[config.mk]
export PLATFORM = sky130hd
export DESIGN_NAME = prog_loader
export DESIGN_NICKNAME = d
export VERILOG_FILES = /design/src/rtl/prog_loader_pkg.sv /design/src/rtl/prog_loader_byte_word_packer.sv /design/src/rtl/prog_loader.sv
export SDC_FILE = /design/constraint.sdc
export NUM_CORES = 1
export LEC_CHECK = 0
export ABC_AREA = 1
export ABC_CLOCK_PERIOD_IN_PS = 4460
export BUFFER_PORTS_ARGS = -buffer_cell sky130_fd_sc_hd__buf_2
export CAP_MARGIN = 20
export CELL_PAD_IN_SITES_DETAIL_PLACEMENT = 2
export CELL_PAD_IN_SITES_GLOBAL_PLACEMENT = 2
export CORE_MARGIN = 2
export CORE_UTILIZATION = 30
export DETAILED_ROUTE_END_ITERATION = 6
export GPL_TIMING_DRIVEN = 0
export PLACE_DENSITY = 0.71
export SYNTH_ARGS = -nofsm -noshare
export SYNTH_HDL_FRONTEND = slang
export SYNTH_HIERARCHICAL = 1
export SYNTH_SLANG_ARGS = --single-unit
export TNS_END_PERCENT = 100
[constraint.sdc]
create_clock -name clk -period 4.46 [get_ports clk]
set_input_delay 0.892 -clock clk [delete_from_list [all_inputs] [get_ports clk]]
set_output_delay 0.892 -clock clk [all_outputs]
set_load 0.05 [all_outputs]
[src/rtl/prog_loader_pkg.sv]
// ============================================================================
//  Module   : prog_loader_pkg
//  Purpose  : Shared state encoding and framing constants for the
//             instruction-memory loader.
//  Revision : 1.0 - initial release
// ============================================================================
`default_nettype none

package prog_loader_pkg;

  // Loader FSM states (S_CHK is only entered when the checksum build is on)
  typedef enum logic [2:0] {
    S_IDLE   = 3'd0,
    S_HDR_HI = 3'd1,
    S_HDR_LO = 3'd2,
    S_WORD   = 3'd3,
    S_WRITE  = 3'd4,
    S_DONE   = 3'd5,
    S_CHK    = 3'd6
  } state_e;

  // Header carries a 16-bit big-endian word count
  localparam int HDR_BYTES  = 2;
  // Bytes per instruction word
  localparam int WORD_BYTES = 4;

endpackage : prog_loader_pkg

`default_nettype wire

[src/rtl/prog_loader_byte_word_packer.sv]
// ============================================================================
//  Module   : byte_word_packer
//  Purpose  : Packs a stream of bytes MSB-first into 32-bit words. word_valid
//             fires combinationally with the byte that completes a word, and
//             word presents the completed word in that same cycle.
//  Revision : 1.0 - initial release
// ============================================================================
`default_nettype none

module byte_word_packer
  import prog_loader_pkg::*;
(
  input  logic        clk,
  input  logic        reset,
  input  logic        clear,
  input  logic        byte_valid,
  input  logic [7:0]  byte_in,
  output logic [31:0] word,
  output logic        word_valid
);

  localparam logic [1:0] LAST_IDX = 2'(WORD_BYTES - 1);

  // Only the three earlier bytes need storage; the fourth arrives live
  logic [23:0] shift_q;
  logic [1:0]  idx_q;

  // Shift accepted bytes in and track position within the current word
  always_ff @(posedge clk or posedge reset) begin
    if (reset) begin
      shift_q <= '0;
      idx_q   <= '0;
    end else if (clear) begin
      idx_q   <= '0;
    end else if (byte_valid) begin
      shift_q <= {shift_q[15:0], byte_in};
      idx_q   <= (idx_q == LAST_IDX) ? 2'd0 : idx_q + 2'd1;
    end
  end

  assign word       = {shift_q, byte_in};
  assign word_valid = byte_valid && (idx_q == LAST_IDX);

endmodule : byte_word_packer

`default_nettype wire

[src/rtl/prog_loader.sv]
// ============================================================================
//  Module   : prog_loader
//  Purpose  : Receives a framed byte stream (16-bit count + 4*N payload
//             bytes) and writes big-endian words into instruction memory at
//             consecutive addresses, holding the CPU until a clean load.
//  Options  : define PROG_LOADER_CHECKSUM_EN to require a trailing XOR
//             checksum byte after the payload.
//  Revision : 1.0 - initial release
// ============================================================================
`default_nettype none

module prog_loader
  import prog_loader_pkg::*;
#(
  parameter int          MAX_WORDS = 1024,
  parameter logic [31:0] BASE_ADDR = 32'd0
)(
  input  logic        clk,
  input  logic        reset,
  input  logic        start,
  input  logic [7:0]  in_data,
  input  logic        in_valid,
  output logic        in_ready,
  output logic        prog_en,
  output logic [31:0] inst_addr,
  output logic [31:0] prog_instruction,
  output logic        cpu_hold,
  output logic        load_done,
  output logic        load_err,
  output logic [15:0] words_loaded
);

  localparam logic [31:0] MAX_WORDS_U = 32'(MAX_WORDS);

  state_e      state_q;
  logic        in_ready_q;
  logic        prog_en_q;
  logic [31:0] inst_addr_q;
  logic [31:0] prog_instr_q;
  logic        cpu_hold_q;
  logic        load_done_q;
  logic        load_err_q;
  logic [15:0] words_q;
  logic [7:0]  count_hi_q;
  logic [15:0] count_q;
`ifdef PROG_LOADER_CHECKSUM_EN
  logic [7:0]  chk_q;
`endif

  logic [15:0] count_d;
  logic [15:0] words_d;
  logic        w_hs;
  logic        w_start_ok;
  logic        w_word_hs;
  logic [31:0] w_word;
  logic        w_word_valid;

  assign w_hs       = in_valid && in_ready_q;
  assign w_start_ok = start && ((state_q == S_IDLE) || (state_q == S_DONE));
  assign w_word_hs  = w_hs && (state_q == S_WORD);
  assign count_d    = {count_hi_q, in_data};
  assign words_d    = words_q + 16'd1;

  byte_word_packer u_packer (
    .clk        (clk),
    .reset      (reset),
    .clear      (w_start_ok),
    .byte_valid (w_word_hs),
    .byte_in    (in_data),
    .word       (w_word),
    .word_valid (w_word_valid)
  );

  // Loader FSM: sequences header, payload, writes and completion with registered outputs
  always_ff @(posedge clk or posedge reset) begin
    if (reset) begin
      state_q      <= S_IDLE;
      in_ready_q   <= 1'b0;
      prog_en_q    <= 1'b0;
      inst_addr_q  <= BASE_ADDR;
      prog_instr_q <= '0;
      cpu_hold_q   <= 1'b1;
      load_done_q  <= 1'b0;
      load_err_q   <= 1'b0;
      words_q      <= '0;
      count_hi_q   <= '0;
      count_q      <= '0;
`ifdef PROG_LOADER_CHECKSUM_EN
      chk_q        <= '0;
`endif
    end else begin
      prog_en_q <= 1'b0;
      case (state_q)
        S_IDLE, S_DONE: begin
          if (start) begin
            state_q     <= S_HDR_HI;
            in_ready_q  <= 1'b1;
            load_done_q <= 1'b0;
            load_err_q  <= 1'b0;
            words_q     <= '0;
            inst_addr_q <= BASE_ADDR;
            cpu_hold_q  <= 1'b1;
`ifdef PROG_LOADER_CHECKSUM_EN
            chk_q       <= '0;
`endif
          end
        end

        S_HDR_HI: begin
          if (w_hs) begin
            count_hi_q <= in_data;
            state_q    <= S_HDR_LO;
          end
        end

        S_HDR_LO: begin
          if (w_hs) begin
            count_q <= count_d;
            if (32'(count_d) > MAX_WORDS_U) begin
              // Oversized image: reject without consuming payload
              state_q     <= S_DONE;
              in_ready_q  <= 1'b0;
              load_done_q <= 1'b1;
              load_err_q  <= 1'b1;
              cpu_hold_q  <= 1'b1;
            end else if (count_d == 16'd0) begin
`ifdef PROG_LOADER_CHECKSUM_EN
              state_q     <= S_CHK;
`else
              state_q     <= S_DONE;
              in_ready_q  <= 1'b0;
              load_done_q <= 1'b1;
              cpu_hold_q  <= 1'b0;
`endif
            end else begin
              state_q <= S_WORD;
            end
          end
        end

        S_WORD: begin
`ifdef PROG_LOADER_CHECKSUM_EN
          if (w_hs) begin
            chk_q <= chk_q ^ in_data;
          end
`endif
          if (w_word_valid) begin
            state_q      <= S_WRITE;
            in_ready_q   <= 1'b0;
            prog_en_q    <= 1'b1;
            prog_instr_q <= w_word;
          end
        end

        S_WRITE: begin
          // Address and count advance once the strobe has been presented
          inst_addr_q <= inst_addr_q + 32'd4;
          words_q     <= words_d;
          if (words_d == count_q) begin
`ifdef PROG_LOADER_CHECKSUM_EN
            state_q     <= S_CHK;
            in_ready_q  <= 1'b1;
`else
            state_q     <= S_DONE;
            load_done_q <= 1'b1;
            cpu_hold_q  <= 1'b0;
`endif
          end else begin
            state_q    <= S_WORD;
            in_ready_q <= 1'b1;
          end
        end

`ifdef PROG_LOADER_CHECKSUM_EN
        S_CHK: begin
          if (w_hs) begin
            state_q     <= S_DONE;
            in_ready_q  <= 1'b0;
            load_done_q <= 1'b1;
            load_err_q  <= (in_data != chk_q);
            cpu_hold_q  <= (in_data != chk_q);
          end
        end
`endif

        default: begin
          state_q    <= S_IDLE;
          in_ready_q <= 1'b0;
        end
      endcase
    end
  end

  assign in_ready         = in_ready_q;
  assign prog_en          = prog_en_q;
  assign inst_addr        = inst_addr_q;
  assign prog_instruction = prog_instr_q;
  assign cpu_hold         = cpu_hold_q;
  assign load_done        = load_done_q;
  assign load_err         = load_err_q;
  assign words_loaded     = words_q;

endmodule : prog_loader

`default_nettype wire

==> flow_summary.yaml, run 1 <==
cts:
  root_buffer: "clkbuf_16"
  cts_hold_buf: 0
  clk_transition_reported_paths_ns: 0.06
  cts_tree: "done"
  clockBufferDepth: 2
  cts_setup_buffers: 0
  post_cts_resized: 0
  clkLatencyLatePin_ns: 0.43
  clock-sinks: 136
  cts_buffers: 17
  htreeDepth: 4
layout:
  syn_to_final_growth_pct: 21.5
  final_util: 0.370
  nets: 1025
  drive_gt1_frac: 0.194
  postLayoutCellArea_um2: 8390
  layout_common_cells: "nand2_1, dfrtp_1, buf_2"
  final_common_cell: "nand2_1"
  n_antenna_cell: 0
timing:
  rsz0062_at_grt: "false"
  relSlewSlack: 0.535
  period_share: 0.661
  hold_viol: 0
  finalSetupViolations: 0
  worst_slack_ns: 1.51
  hold_ws_ns: 0.466
  slew_viol_final: 0
  skew_ns: 0.0142
  worst_slew_pin_slew_ns: 0.697
  period_minus_slack_ns: 2.95
  max_freq_mhz: 339
global_routing:
  use_met1: 0.264
  gr-total-overflow: 0
  grt_pass1_vias: 7036
  track_usage: 0.201
  grt_use_met3: 0.0281
  grt_max_degree: 75
  grt_pass1_wl_mm: 38.1
  antenna_found_initial: 0
  grt-busiest-layer: "met2"
  use_met2: 0.351
power_and_ir_drop:
  p_per_area_nw_per_um2: 326
  irDropWorstVdd_mv: 0.215
  p_leak_nw: 4.63
route:
  avgViaCountPerCell: 4.89
  drtIter0Drc: 240
  drc: 0
  routed_wirelength_mm: 23.0
  vias: 6391
  ant_nets: 0
  wl_per_cell_um: 17.5
  drt_pass1_iterations: 4
setup_path:
  slowest_stage: "dfrtp_1"
  crit_type: "reg -> reg"
  cp-start-kind: "flop"
  crit_chain: "nor2_1, inv_2, nor2_1, inv_1, nor2_1, buf_6, buf_12, nand2_1, inv_1, inv_1, nor2_2, inv_2, clkbuf_1, nand2_1, nand2_1"
  required_ns: 4.76
  rr_worst_depth: 15
  crit_arrival_ns: 3.25
  crit_path_end_kind: "flop"
  crit_path_max_incr_delay_ns: 0.44
  worst-path-max-fanout: 10
die:
  num_rows: 55
  die_area_um2: 24200
  core_um2: 22600
  io_pins: 97
  die_x_um: 156
  die_h_um: 156
  initial_utilization: 0.305
logic_synthesis:
  synth_ff_type: "dfrtp_1"
  syn-instance-count: 894
  synth_area_leader_cell: "dfrtp_1"
  synth_edf_count: 0
  syn_avg_cell_area_um2: 7.72
  synth_top_area_share: 0.489
  ys_ff_latch: 136
  ys_types: 41
  yosys-top-cells-area: "dfrtp_1, nand2_1, nand3_1, inv_1, o21ai_0"
  ys_seq_area_frac: 0.493
  syn_area_um2: 6900
  ys.warnings.count: 6
  async_reset_ff_frac: 1.00
place:
  place_area_um2: 7790
  gp_congestion: 0.757
  post-dp-hpwl_mm: 16.9
  dpl_worst_slack_ns: 1.46
  port_buffers: 94
flow_run:
  max-cap-violations: 0
status:
  status: "complete, no violations"
worst_hold_path:
  hp-class: "in -> async"
[state kept, by name, indices dropped and copies added, names as in the netlist, 2 cells and up]
signal and cells:
inst_addr 30, count_q 16, count_hi_q 8, prog_instruction 32, words_loaded 16, state_q 3, u_packer/shift_q 24, u_packer/idx_q 2
[path summary, 6_finish.rpt]
| kind | start | slack (ns) | end |
|---|---|---|---|
| min in group clk | prog_instruction[30] | 0.47 | prog_instruction[30] |
| worst min-delay path | reset | 0.47 | prog_instruction[18] |
| worst max-delay path | state_q[2] | 1.51 | prog_instruction[27] |
| worst max register to register | state_q[2] | 1.51 | prog_instruction[27] |
| max in group asynchronous | reset | 3.26 | words_loaded[2] |
| worst min register to register | prog_instruction[30] | 0.47 | prog_instruction[30] |
[metal layers]
layer	part of all wire	up-vias
met4	0.010	0
met5	0	-
met1	0.47	3186
met3	0.029	16
met2	0.49	97
li1	-	3092
[cells in the mapped netlist (7+ instances only)]
cell,instances
nand2_2,11
nor4_1,7
nand3_1,78
nor2_1,60
clkbuf_1,9
nand2_1,324
nor2_2,12
buf_4,16
o22ai_1,11
dfrtp_1,135
a21oi_1,21
o21ai_0,47
inv_1,79
nand4_1,18
inv_2,7
[area by class of cell]
type | instances | area (µm²)
fillers | 2658 | 14300
clock buffers | 17 | 425
plain buffers | 35 | 233
inverters | 87 | 332
clock inverters | 15 | 168
repair buffers | 96 | 526
multi-input cells | 637 | 2940
flip-flops and latches | 136 | 3400
well taps | 285 | 357
[worst max-delay path, delay by kind of cell, from the launching register on]
kind | cells | cell delay (ns)
simple gates | 7 | 1.34
buf+inv | 8 | 1.03
flops | 1 | 0.44
[per-stage QoR]
stage	std cells	TNS (ns)	total power, mW
final	1308	0	2.74
after global routing	1308	0	2.84
after CTS	1308	0	2.78
after floorplan	895	0	1.29
after detailed placement	1276	0	1.32
after global placement	1274	-116.22	1.31
[where the power goes]
| part | total (mW) | leakage (nW) | internal [mW] | switching, mW |
|---|---|---|---|---|
| logic | 0.0589 | 2.65 | 0.0156 | 0.0433 |
| registers | 1.23 | 1.69 | 1.23 | 0.000210 |
| clock network | 1.44 | 0.291 | 0.838 | 0.606 |
| total | 2.74 | 4.63 | 2.09 | 0.650 |
[logic make-up (layout without fill, tap and decap cells)]
kind of cell             after synthesis  after routing  synth area share
buffers and inverters                122            250            0.0810
AO/OA/AOI/OAI                         90             90            0.0698
flip-flops                           136            136             0.493
adder cells (fa/ha/maj)                3              3           0.00544
multiplexers                           4              4           0.00598
AND/OR/NAND/NOR                      534            534             0.339
other                                  1              2          0.000543
XOR/XNOR                               4              4           0.00507
No activity file was read; power rests on OpenSTA's default activity.
==> run 2, diff against run 1 <==
ABC_AREA = 0   (was 1)
ABC_CLOCK_PERIOD_IN_PS = 2400   (was 4460)
PLACE_DENSITY = 0.68   (was 0.71)
clock period = 2.4 ns   (was 4.46 ns; I/O delays follow)
==> flow_summary.yaml, run 2 <==
status:
  status: "finished, violations left"
  violations: "hold timing, setup timing"
cts:
  clock-sinks: 136
  cts_buffers: 17
  clockBufferDepth: 2
  cts_tree: "done"
  clkLatencyLatePin_ns: 0.43
  htreeDepth: 4
  clk_transition_reported_paths_ns: 0.08
  root_buffer: "clkbuf_16"
  cts_hold_buf: 0
route:
  vias: 5405
  drt_pass1_iterations: 4
  avgViaCountPerCell: 5.08
  ant_nets: 0
  wl_per_cell_um: 19.6
  drc: 0
  drtIter0Drc: 206
  routed_wirelength_mm: 20.9
logic_synthesis:
  ys.warnings.count: 6
  syn_area_um2: 6600
  syn-instance-count: 644
  synth_ff_type: "dfrtp_1"
  ys_ff_latch: 136
  synth_area_leader_cell: "dfrtp_1"
  synth_top_area_share: 0.512
  ys_seq_area_frac: 0.516
  yosys-top-cells-area: "dfrtp_1, nand2_1, mux2_2, mux2_4, o21ai_0"
  async_reset_ff_frac: 1.00
  yosys-top-cells-count: "nand2_1, dfrtp_1, o21ai_0, nand3_1, mux2_2"
  syn_avg_cell_area_um2: 10.3
  synth_edf_count: 0
  ys_types: 59
  yosysMostFrequentCell: "nand2_1"
timing:
  finalSetupViolations: 10
  max_freq_mhz: 411
  period_minus_slack_ns: 2.43
  rsz0062_at_grt: "true"
  slew_viol_final: 0
  relSlewSlack: 0.444
  skew_ns: 0.0125
  worst_slew_pin_slew_ns: 0.832
  hold_ws_ns: -0.00124
  hold_viol: 3
  finalSetupTns_ns: -0.0977
  worst_slack_ns: -0.0323
  period_share: 1.01
worst_hold_path:
  hp-class: "in -> async"
power_and_ir_drop:
  p_int_mw: 6.10
  irDropWorstVdd_mv: 0.542
  p_clk_frac: 0.242
  p_per_area_nw_per_um2: 1330
  p_seq_frac: 0.357
  power_frac_comb: 0.401
  power_mw: 11.0
  p_leak_nw: 4.03
  netSwitchingPower_mw: 4.90
  switching_share: 0.446
setup_path:
  cp-start-kind: "flop"
  crit_arrival_ns: 2.73
  required_ns: 2.69
  crit_type: "reg -> reg"
  worst-path-max-fanout: 10
  reg2reg_slack_ns: -0.03
  crit-reg2reg-launch: "state_q[0]"
  crit_path_end_kind: "flop"
  crit_path_start: "state_q[0]"
die:
  die_x_um: 152
  core_um2: 21700
  io_pins: 97
  initial_utilization: 0.304
  num_rows: 54
  die_area_um2: 23200
  die_h_um: 152
global_routing:
  gr-total-overflow: 0
  grt_pass1_vias: 5912
  grt_max_degree: 41
  antenna_found_initial: 0
  grt_pass1_wl_mm: 34.0
  track_usage: 0.184
layout:
  layout_common_cells: "nand2_1, dfrtp_1, buf_2"
  n_antenna_cell: 0
  nets: 787
  drive_gt1_frac: 0.322
  syn_to_final_growth_pct: 25.4
  largest_reg_flops: 32
  multiInputGateArea_um2: 2960
  final_common_cell: "nand2_1"
  final_util: 0.382
  seq_area_um2: 3410
  nFillCells: 2335
place:
  post-dp-hpwl_mm: 14.8
  dpl_worst_slack_ns: -0.399
  port_buffers: 94
  gp_congestion: 0.824
flow_run:
  max-cap-violations: 0
[run 2: changes by cell type after synthesis, sizes merged, moves of 47 or more]
| cell | previous run | this run |
|---|---|---|
| nand2 | 337 | 141 |
| inv | 86 | 11 |
| nor2 | 75 | 26 |
| nand3 | 80 | 32 |
| mux2 | 1 | 48 |
[run 2: area by class of cell]
| type | instances | area share |
|---|---|---|
| buffer | 43 | 0.0345 |
| clock inverter | 15 | 0.0210 |
| clock buffer | 17 | 0.0514 |
| multi-input combinational | 454 | 0.357 |
| tap | 280 | 0.0423 |
| timing repair buffer | 109 | 0.0759 |
| inverter | 11 | 0.00544 |
| sequential | 136 | 0.412 |
[run 2: worst max-delay path, stage by stage, from the launching register on]
cell	delay (ns)
dfrtp_2	0.45
nand2b_1	0.20
nor2_1	0.64
nor2_2	0.24
clkbuf_1	0.32
o21ai_0	0.31
o41ai_1	0.12
[run 2: worst paths after layout]
check                                            end  cells past startpoint
worst max-delay path                words_loaded[13]                      6
worst min-delay path            u_packer/shift_q[22]                      2
worst max register to register      words_loaded[13]                      6
worst min register to register  prog_instruction[17]                      2
max in group asynchronous                   cpu_hold                      3
min in group clk                 u_packer/shift_q[2]                      2
[run 2: repair_timing]
item / 4_1_cts / 5_1_grt
setup endpoints to repair: 59 / 62
buffers inserted: 7 / 5
gates resized for setup: 17 / 18
pin swaps: 6 / 4
[run 2: power groups by stage]
stage / registers, mW / clock network, mW / logic, mW
2_1_floorplan: 5.15 / 0 / 1.92
3_3_place_gp: 3.92 / 0 / 4.13
3_5_place_dp: 4.00 / 0 / 4.29
4_1_cts: 3.94 / 2.72 / 4.43
5_1_grt: 4.06 / 2.82 / 4.73
6_report: 3.93 / 2.67 / 4.41
[run 2: cells by family (layout without fill, tap and decap cells)]
group	after synthesis	count (layout)	synth area share
compound gates	106	106	0.101
simple gates	264	264	0.194
xor+xnor	23	23	0.0317
mux	56	56	0.105
other cells	1	2	0.000568
buf+inv	55	195	0.0462
flops	136	136	0.516
fa+ha+maj	3	3	0.00569
[run 2: per-layer routing]
layer	GRT usage	wire [µm]	vias up
met5	0	0	-
met4	0.0476	278	0
met3	0.0321	493	22
met2	0.315	10700	71
met1	0.241	9400	2813
li1	-	-	2499
[run 2: stage by stage]
step                cell area, µm²  instances
finish                        8280       1065
detailed placement            7470       1021
global placement              7430       1019
floorplan                     6610        645
global route                  8280       1065
CTS                           8170       1059
